`src/rtl/xor_txn_sequencer.sv`:
```
// xor_txn_sequencer: round-robin bus master for the XOR datapath (write A/B, poll Y, read Y, tagged response).
// Define XOR_SEQ_CHECK_EN to flag results that disagree with a^b of the latched operands.
module xor_txn_sequencer #(
    parameter int POLL_TIMEOUT = 15
) (
    input  logic       CLK,
    input  logic       RST,
    input  logic       req0_valid,
    input  logic       req0_a,
    input  logic       req0_b,
    output logic       req0_ready,
    input  logic       req1_valid,
    input  logic       req1_a,
    input  logic       req1_b,
    output logic       req1_ready,
    output logic       rsp_valid,
    output logic       rsp_id,
    output logic       rsp_y,
    output logic       rsp_err,
    input  logic       rsp_ready,
    output logic       bus_write_en,
    output logic [2:0] bus_write_address,
    output logic       bus_write_data,
    input  logic       bus_write_rdy,
    output logic       bus_read_en,
    output logic [2:0] bus_read_address,
    input  logic       bus_read_data,
    input  logic       bus_read_rdy
);
    typedef enum logic [2:0] {IDLE, WR_A, WR_B, POLL, RD_Y, RESP} state_t;
    state_t state_q, state_d;
    logic a_q, a_d, b_q, b_d, id_q, id_d, y_q, y_d, err_q, err_d, last_q, last_d;
    logic [7:0] cnt_q, cnt_d;
    logic grant1, done, waiting, timeout, chk_err;

    always_comb begin
        grant1 = req1_valid && (!req0_valid || !last_q);
        req0_ready = state_q == IDLE && req0_valid && !grant1;
        req1_ready = state_q == IDLE && grant1;
        bus_write_en = (state_q == WR_A || state_q == WR_B) && bus_write_rdy;
        bus_write_address = !bus_write_en ? 3'd0 : state_q == WR_A ? 3'd4 : 3'd5;
        bus_write_data = bus_write_en && (state_q == WR_A ? a_q : b_q);
        bus_read_en = (state_q == POLL || state_q == RD_Y) && bus_read_rdy;
        bus_read_address = !bus_read_en ? 3'd0 : state_q == POLL ? 3'd2 : 3'd3;
        rsp_valid = state_q == RESP;
        rsp_id = rsp_valid && id_q;
        rsp_y = rsp_valid && y_q;
        rsp_err = rsp_valid && err_q;
        // POLL only completes once the status read reports a result waiting
        done = bus_write_en || (bus_read_en && (state_q == RD_Y || bus_read_data));
        waiting = state_q inside {WR_A, WR_B, POLL, RD_Y};
        timeout = waiting && !done && cnt_q + 8'd1 >= 8'(POLL_TIMEOUT);
`ifdef XOR_SEQ_CHECK_EN
        chk_err = bus_read_data != (a_q ^ b_q);
`else
        chk_err = 1'b0;
`endif
        cnt_d = waiting && !done && !timeout ? cnt_q + 8'd1 : 8'd0;
        state_d = state_q;
        a_d = a_q;
        b_d = b_q;
        id_d = id_q;
        y_d = y_q;
        err_d = err_q;
        last_d = last_q;
        if (timeout) begin
            state_d = RESP;
            y_d = 1'b0;
            err_d = 1'b1;
        end else begin
            case (state_q)
                IDLE: if (req0_ready || req1_ready) begin
                    state_d = WR_A;
                    a_d = grant1 ? req1_a : req0_a;
                    b_d = grant1 ? req1_b : req0_b;
                    id_d = grant1;
                    y_d = 1'b0;
                    err_d = 1'b0;
                end
                WR_A: state_d = done ? WR_B : WR_A;
                WR_B: state_d = done ? POLL : WR_B;
                POLL: state_d = done ? RD_Y : POLL;
                RD_Y: if (done) begin
                    state_d = RESP;
                    y_d = bus_read_data;
                    err_d = chk_err;
                end
                RESP: if (rsp_ready) begin
                    state_d = IDLE;
                    last_d = id_q;
                end
                default: state_d = IDLE;
            endcase
        end
    end

    always_ff @(posedge CLK) begin
        if (RST) begin
            state_q <= IDLE;
            a_q <= 1'b0;
            b_q <= 1'b0;
            id_q <= 1'b0;
            y_q <= 1'b0;
            err_q <= 1'b0;
            last_q <= 1'b1;
            cnt_q <= 8'd0;
        end else begin
            state_q <= state_d;
            a_q <= a_d;
            b_q <= b_d;
            id_q <= id_d;
            y_q <= y_d;
            err_q <= err_d;
            last_q <= last_d;
            cnt_q <= cnt_d;
        end
    end
endmodule

```
`config.mk`:
```
export PLATFORM = sky130hd
export DESIGN_NAME = xor_txn_sequencer
export DESIGN_NICKNAME = d
export VERILOG_FILES = /design/src/rtl/xor_txn_sequencer.sv
export SDC_FILE = /design/constraint.sdc
export NUM_CORES = 1
export LEC_CHECK = 0
export ABC_AREA = 1
export CORE_MARGIN = 8
export CORE_UTILIZATION = 42
export CTS_CLUSTER_SIZE = 24
export DETAILED_ROUTE_END_ITERATION = 8
export PLACE_DENSITY = 0.74
export SETUP_SLACK_MARGIN = 0.4
export SYNTH_ARGS = -nofsm -noshare
export SYNTH_HDL_FRONTEND = slang
export SYNTH_SLANG_ARGS = --single-unit
```
`constraint.sdc`:
```
create_clock -name CLK -period 1.3 [get_ports CLK]
set_input_delay 0.26 -clock CLK [delete_from_list [all_inputs] [get_ports CLK]]
set_output_delay 0.26 -clock CLK [all_outputs]
set_load 0.01 [all_outputs]
```
======== Word-level counts from Yosys, hierarchy flattened ========
Index checks and enable logic that the tools add are counted.
cells by class
  add/subtract/negate cells ............... 1
  order comparisons ....................... 1
  equal/unequal tests ..................... 11
  muxes and demuxes ....................... 21
  bitwise operators ....................... 2
  reduce and logical (&&, ||, !) cells .... 37
operators by type and width
  kind                                                                                  count
  3-bit two-way mux                                                                     6
  3-bit one-hot mux with 6 select lines                                                 1
  3-bit AND reduction                                                                   6
  1-bit logical AND                                                                     14
  1-bit two-way mux                                                                     10
  8-bit by 1-bit adder with 8-bit output (second input constant)                        1
  8-bit by 4-bit greater-or-equal comparator with 1-bit output (second input constant)  1
  3-bit by 2-bit equality test with 1-bit output (second input constant)                2
  3-bit equality test (second input constant)                                           2
  1-bit logical OR                                                                      6
  1-bit logical NOT                                                                     5
  2-bit two-way mux                                                                     2
  2-bit by 1-bit != test with 1-bit output (second input constant)                      2
  1-bit one-hot mux with 2 select lines                                                 2
  4-bit nonzero test                                                                    1
  2-bit OR reduction                                                                    2
  3-bit by 1-bit equality test with 1-bit output (second input constant)                1
  3-bit logical NOT                                                                     1
  3-bit by 1-bit != test with 1-bit output (second input constant)                      1
  3-bit by 2-bit != test with 1-bit output (second input constant)                      1
  3-bit != test (second input constant)                                                 1
  3-bit nonzero test                                                                    1
  2-bit != test (second input constant)                                                 1
  1-bit NOT                                                                             2
  2-bit nonzero test                                                                    1
storage, ports and cells
  register bits ........................... 17
  input port bits ......................... 12
  output and inout bits ................... 15
  word-level logic and storage cells ...... 82

======== Longest topological paths before layout ========
Gate-level depths: netlist of the first run.
  depth after elaboration ................. 12
  gate-level depth with buffers ........... 11
  mapped depth without buffers ............ 11

======== Worst setup path before layout of the first run ========
Ideal clock, no wire load.
  path type ............................... flip-flop to output port
  start point ............................. register state_q[0]
  end point ............................... output port rsp_err
  arrival time ............................ 1.201 ns
  required time ........................... 1.040 ns
  slack ................................... -0.161 ns
  cell stages (with the launch flop) ...... 5
  buffers on the path ..................... 0
  cell sequence ........................... dfxtp_1 -> inv_1 -> nor3_1 -> inv_1 -> nor2_1
on the way
  longest elaborated chain between the ends .. 2
RTL lines
  what                      line  RTL
  start: declaration        31    state_t state_q, state_d;
  start signal: assignment  108   state_q <= state_d;
  3-bit equality test       45    rsp_valid = state_q == RESP;
  net rsp_valid             16    output logic rsp_valid,
  1-bit logical AND         48    rsp_err = rsp_valid && err_q;
  end: declaration          19    output logic rsp_err,
The timed path passes the listed nets, and every way through them passes these cells.

======== Worst setup path after layout of the first run ========
  start point ............................. register state_q[0]
  end point ............................... output port bus_write_address[0]
on the way
  longest elaborated chain between the ends .. 4
  elaborated cells on any way between the ends .. 6
  those cells by class .................... 2 x eq/ne; 2 x mux; 2 x reduce/logical
RTL lines
  what                                                                                                              line    RTL
  3-bit by 1-bit equality test with 1-bit output or 3-bit by 2-bit equality test with 1-bit output (tied branches)  40, 41
  1-bit logical OR                                                                                                  40      bus_write_en = (state_q == WR_A || state_q == WR_B) && bus_write_rdy;
  1-bit logical AND                                                                                                 40
  3-bit two-way mux (*)                                                                                             41      bus_write_address = !bus_write_en ? 3'd0 : state_q == WR_A ? 3'd4 : 3'd5;
  end: declaration                                                                                                  22      output logic [2:0] bus_write_address,
Every way passes the cells marked *; elsewhere a longest branch is shown, timed or not.

==> results_dict.tcl, run 1 <==
set metrics [dict create \
    fin_ws_ns -0.398 \
    synth-edff-count 0 \
    cts.root.buffer_cell "clkbuf_4" \
    grt_pass1_vias 1239 \
    period_share 1.31 \
    p_leak_nw 0.868 \
    post-synth-top-area-fraction 0.340 \
    maxSlewViolCount 0 \
    synth_seq_cells 17 \
    ys_seq_area_frac 0.340 \
    die_x_um 64.9 \
    grt_usage 0.150 \
    reg2reg_slack_ns -0.31 \
    grt_antenna_before_repair 0 \
    holdWs_ns 0.486 \
    drive_above_1_share 0.536 \
    clkLatencyLatePin_ns 0.30 \
    worst-endpoint-required_ns 1.04 \
    first_pass_iters 4 \
    cts_tree "built" \
    crit_fanout 4 \
    clock-sinks 17 \
    rsz0062_at_grt "yes" \
    post_dp_cell_area_um2 1570 \
    critPathLaunchType "register" \
    clock.fmax_ghz 0.589 \
    holdPathEnd "err_q" \
    powerDensity_nw_per_um2 1700 \
    fp.coreArea_um2 2230 \
    yosys.area_share.simple 0.397 \
    synth_compound_area_frac 0.0874 \
    synth_xor_area_frac 0.00874 \
    final_cell_area_um2 1910 \
    setup_viol 25 \
    start_util 0.449 \
    synth_top_family_by_area "simple AND/OR/NAND/NOR gates" \
    htreeDepth 1 \
    syn_to_final_growth_pct 90.5 \
    route.vias.total 1259 \
    route.detailed.drc 0 \
    violations "negative setup slack" \
    use_met2 0.281 \
    yosys-top-cells-count "nand2_1, inv_1, nor2_1" \
    skew_ns 0.0110 \
    hold_class "reg -> reg" \
    grt_overflow 0 \
    regArea_um2 362 \
    synth_top_area_cell "dfxtp_1" \
    yosysMostFrequentCell "nand2_1" \
    yosys-top-cells-area "dfxtp_1, nand2_1, inv_1, nand3_1, nor2_1" \
    use_met1 0.159 \
    antenna_cells 0 \
    yosysWarningCount 0 \
    die_h_um 64.9 \
    vias_per_cell 5.00 \
    rr_startpoint "state_q[0]" \
    dp.cells 234 \
    critPathArrivalTime_ns 1.44 \
    hold_viol 0 \
    wl_um 3650 \
    multi_input_area_um2 783 \
    final_cells 252 \
    grt_max_degree 12 \
    ys.flop_type "dfxtp_1" \
    hpwl_um 2140 \
    syn_inst 154 \
    synth_fa_ha_area_frac 0.0250 \
    async_reset_ff_frac 0 \
    ir_drop_mv 1.19 \
    io_buffers 24 \
    synth_cell_type_count 26 \
    maxCapViolations 0 \
    use_met3 0.0326 \
    end_kind "output port" \
    synthMuxAreaShare 0 \
    reg2reg_depth 13 \
    status "complete, but fails checks" \
    cts_buffer_depth 2 \
    nNetsFinal 239 \
    fin_crit_ns 1.70 \
    r2r-end "state_q[2]" \
    ant_nets 0 \
    wl_per_cell_um 14.5 \
    critical_path_class "reg -> out" \
    gp_congestion 0.868 \
    busiest_layer "met2" \
    hold_path_startpoint "err_q" \
    syn-cell-area_um2 1000 \
    grt_pass1_wl_um 5200 \
    cts_made_buffers 3 \
    holdPathStages 2 \
    clk_pin_slew_ns 0.11 \
    fillCellCount 121 \
    die_area_um2 4210 \
    syn_area_per_cell_um2 6.51 \
    cts_hold_buf 0 \
    drt-initial-drc-count 21 \
    row_count 17 \
    ios 27 \
]
[cell type report]
class / count / share of cell area
inverters: 29 / 0.0662
clock inverters: 1 / 0.00393
repair buffers: 65 / 0.300
clock buffers: 3 / 0.0118
multi-input cells: 109 / 0.410
flip-flops and latches: 17 / 0.189
well taps: 28 / 0.0183
[layout by cell type, fill, tap and decap left out, types with 2 or more instances in the layout]
cell,count
nand2_1,22
a21oi_2,3
inv_1,20
nand3_2,8
dfxtp_4,5
o21ai_1,2
clkdlybuf4s50_1,11
o21ai_2,2
a31oi_1,2
dfxtp_1,10
inv_4,5
buf_2,6
nor2_4,8
buf_4,31
nand3_1,7
clkbuf_4,3
nand2_4,7
nand2_2,7
conb_1,6
nand4_1,3
nand3_4,3
nor3_4,2
dfxtp_2,2
nor2_1,14
inv_2,3
nor2_2,2
buf_6,16
[kinds of logic (layout without fill, tap and decap cells)]
| family | after synthesis | count (layout) |
|---|---|---|
| AND/OR/NAND/NOR | 85 | 85 |
| AO/OA/AOI/OAI | 15 | 15 |
| adder cells (fa/ha/maj) | 2 | 2 |
| XOR/XNOR | 1 | 1 |
| flip-flops | 17 | 17 |
| other | 1 | 6 |
| buffers and inverters | 33 | 98 |
[routing by layer]
metal	up-vias	routed length (um)
li1	625	-
met1	581	1430
met2	39	1930
met3	14	161
met4	0	123
met5	-	0
[registers in the layout, indices dropped and copies added, names as in the netlist]
name and count:
a_q 1, id_q 1, cnt_q 8, last_q 1, y_q 1, err_q 1
b_q 1, state_q 3
[worst max-delay path, stage by stage (launching register included)]
cell	delay, ns
dfxtp_4	0.40
nor2_4	0.15
nand2_4	0.10
nand2_4	0.09
nand3_4	0.09
nand2_4	0.10
inv_4	0.04
nor2_4	0.07
buf_6	0.10
[where the power goes]
| part | internal (mW) | leakage, nW | switching [mW] |
|---|---|---|---|
| clock | 0.117 | 0.0139 | 0.183 |
| combinational | 1.10 | 0.709 | 1.12 |
| sequential | 0.623 | 0.145 | 0.109 |
| total | 1.84 | 0.868 | 1.41 |
[what timing repair did]
item,4_1_cts,5_1_grt
pin swaps,21,24
buffers inserted,6,8
setup endpoints to repair,26,26
resized for setup,91,28
[worst max-delay path by stage]
stage / from / endpoint / cells after the start
finish: state_q[0] / bus_write_address[0] / 8
global route: state_q[0] / bus_write_address[0] / 8
CTS: state_q[1] / req0_ready / 7
detailed placement: bus_read_data / bus_write_address[0] / 8
global placement: bus_read_data / bus_write_address[0] / 8
floorplan: state_q[0] / bus_write_address[0] / 7
[per-stage QoR]
| stage | power (mW) | TNS, ns | worst slack (ns) | util |
|---|---|---|---|---|
| 2_1_floorplan | 1.55 | 0 | 0.0130 | - |
| 3_3_place_gp | 2.15 | -8.96 | -0.658 | 0.704 |
| 3_5_place_dp | 2.18 | -9.74 | -0.697 | 0.704 |
| 4_1_cts | 2.73 | -5.76 | -0.359 | 0.771 |
| 5_1_grt | 3.44 | -8.85 | -0.455 | 0.855 |
| 6_report | 3.25 | -7.12 | -0.398 | 0.855 |
Power figures use the tool's default switching activity.
==> inputs of run 2 (changes only) <==
--- a/config.mk
+++ b/config.mk
@@ -12,6 +12,8 @@
 export DETAILED_ROUTE_END_ITERATION = 8
 export PLACE_DENSITY = 0.74
 export SETUP_SLACK_MARGIN = 0.4
+export SKIP_CTS_REPAIR_TIMING = 1
+export SKIP_LAST_GASP = 1
 export SYNTH_ARGS = -nofsm -noshare
 export SYNTH_HDL_FRONTEND = slang
 export SYNTH_SLANG_ARGS = --single-unit
==> run 2 against run 1 <==
The run still ends with negative setup slack left. Count of clock-buffer cells in the layout stayed put. First-iteration DRC count is 24% higher. Core utilization is 7.2 points lower. Non-clock buffer count is 9 lower. Via count is 6.7% lower. Cell area is 8.4% lower. Sequential share of layout area is 1.9 points higher. Register-to-register slack better by 0.08 ns. Hold slack worse by 0.019 ns. Setup slack better by 0.019 ns. Sequential power hardly changed. Total power is 13% lower. Critical endpoint unchanged. Largest cell class unchanged. Largest power group unchanged. Highest routed layer unchanged.
==> results_dict.tcl, run 2 (synthesized netlist as in run 1, its figures left out) <==
set metrics [dict create \
    hold_path_startpoint "cnt_q[0]" \
    cts_buffer_depth 2 \
    largest-register "cnt_q" \
    setup_viol 24 \
    grt_usage 0.126 \
    die_h_um 64.9 \
    grt_pass1_vias 1145 \
    nNetsFinal 230 \
    die_area_um2 4210 \
    p_leak_nw 0.808 \
    fin_ws_ns -0.380 \
    io_buffers 24 \
    slowest_delay_ns 0.39 \
    end_kind "output port" \
    final_cell_area_um2 1750 \
    status "complete, but fails checks" \
    die_x_um 64.9 \
    slowest_stage "dfxtp_4" \
    ir_drop_mv 1.32 \
    row_count 17 \
    vias_per_cell 4.84 \
    wl_per_cell_um 12.8 \
    cts_tree "built" \
    cp_cell_sequence "nor2_4 > nand2_4 > nand2_4 > nand3_4 > nand2_4 > inv_4 > nor2_4 > buf_6" \
    critical_path_class "reg -> out" \
    crit_fanout 6 \
    comb_power_share 0.637 \
    net-switching-power_mw 1.23 \
    first_pass_iters 4 \
    clkPwrFrac 0.104 \
    rr_startpoint "state_q[1]" \
    wl_um 3100 \
    ios 27 \
    post_dp_cell_area_um2 1570 \
    htreeDepth 1 \
    startpoint "state_q[1]" \
    worst_path_most_repeated_cell "nand2_4" \
    clkLatencyLatePin_ns 0.30 \
    period_share 1.29 \
    swShare 0.434 \
    maxSlewViolCount 0 \
    powerDensity_nw_per_um2 1620 \
    largest_reg_flops 8 \
    hpwl_um 2140 \
    grt_antenna_before_repair 0 \
    internal_power_mw 1.60 \
    skew_ns 0.00479 \
    gp_congestion 0.868 \
    fp.coreArea_um2 2230 \
    cts.root.buffer_cell "clkbuf_4" \
    maxCapViolations 0 \
    route.detailed.drc 0 \
    grt_max_degree 12 \
    rsz0062_at_grt "yes" \
    worst-endpoint-required_ns 1.04 \
    start_util 0.449 \
    hold_class "reg -> reg" \
    syn_to_final_growth_pct 74.5 \
    fin_crit_ns 1.68 \
    grt_pass1_wl_um 4490 \
    drt-initial-drc-count 26 \
    layout_commonest_cell "buf_4" \
    clock-sinks 17 \
    clock.fmax_ghz 0.595 \
    antenna_cells 0 \
    drive_above_1_share 0.484 \
    ant_nets 0 \
    violations "negative setup slack" \
    post-route-util 0.783 \
    cts_made_buffers 3 \
    reg_top3 "cnt_q: 8 flops, state_q: 3 flops" \
    holdWs_ns 0.467 \
    critPathArrivalTime_ns 1.42 \
    final_cell_mix "buf_4, nand2_1, inv_1" \
    critPathLaunchType "register" \
    clk_pin_slew_ns 0.10 \
    grt_overflow 0 \
    hold_viol 0 \
    route.vias.total 1175 \
    power_frac_seq 0.259 \
]
[run 2: changes by cell type in the layout (fill, tap and decap cells not counted), sizes merged]
cell,delta
buf,-10
clkbuf,+1
[run 2: critical path: cells and delay by family (launching register included)]
| kind | cells | cell delay (ns) |
|---|---|---|
| buffers and inverters | 2 | 0.14 |
| DFF | 1 | 0.39 |
| and+or+nand+nor | 6 | 0.59 |
[run 2: worst paths after layout]
| check | endpoint | slack [ns] | cells past startpoint |
|---|---|---|---|
| hold reg to reg | cnt_q[0] | 0.47 | 1 |
| setup / recovery | bus_write_address[0] | -0.38 | 8 |
| hold / removal | cnt_q[0] | 0.47 | 1 |
| setup reg to reg | state_q[2] | -0.23 | 11 |
[run 2: per-layer routing]
metal,GRT usage,up-vias,share of wire
li1,-,598,-
met1,0.146,542,0.42
met2,0.216,28,0.51
met3,0.0275,7,0.049
met4,0.0599,0,0.018
met5,0,-,0
[run 2: per-stage QoR]
step | TNS (ns) | worst slack [ns] | power, mW | std cells
after floorplan | 0 | 0.0130 | 1.55 | 159
after global placement | -8.96 | -0.658 | 2.15 | 234
after detailed placement | -9.74 | -0.697 | 2.18 | 234
after CTS | -10.79 | -0.829 | 2.47 | 238
after global routing | -7.70 | -0.451 | 3.03 | 243
final | -5.62 | -0.380 | 2.83 | 243
[run 2: cell type report]
| class | count | area, um2 |
|---|---|---|
| multi-input combinational | 109 | 729 |
| fill | 149 | 484 |
| timing repair buffer | 56 | 470 |
| sequential | 17 | 365 |
| inverter | 29 | 119 |
| tap | 28 | 35.0 |
| clock buffer | 3 | 22.5 |
| clock inverter | 1 | 7.51 |
[run 2: power groups by stage]
| stage | clock network (mW) | logic (mW) | registers, mW |
|---|---|---|---|
| detailed placement | 0 | 1.45 | 0.727 |
| global placement | 0 | 1.42 | 0.725 |
| floorplan | 0 | 0.832 | 0.720 |
| finish | 0.295 | 1.81 | 0.732 |
| global route | 0.328 | 1.96 | 0.742 |
| CTS | 0.295 | 1.46 | 0.715 |
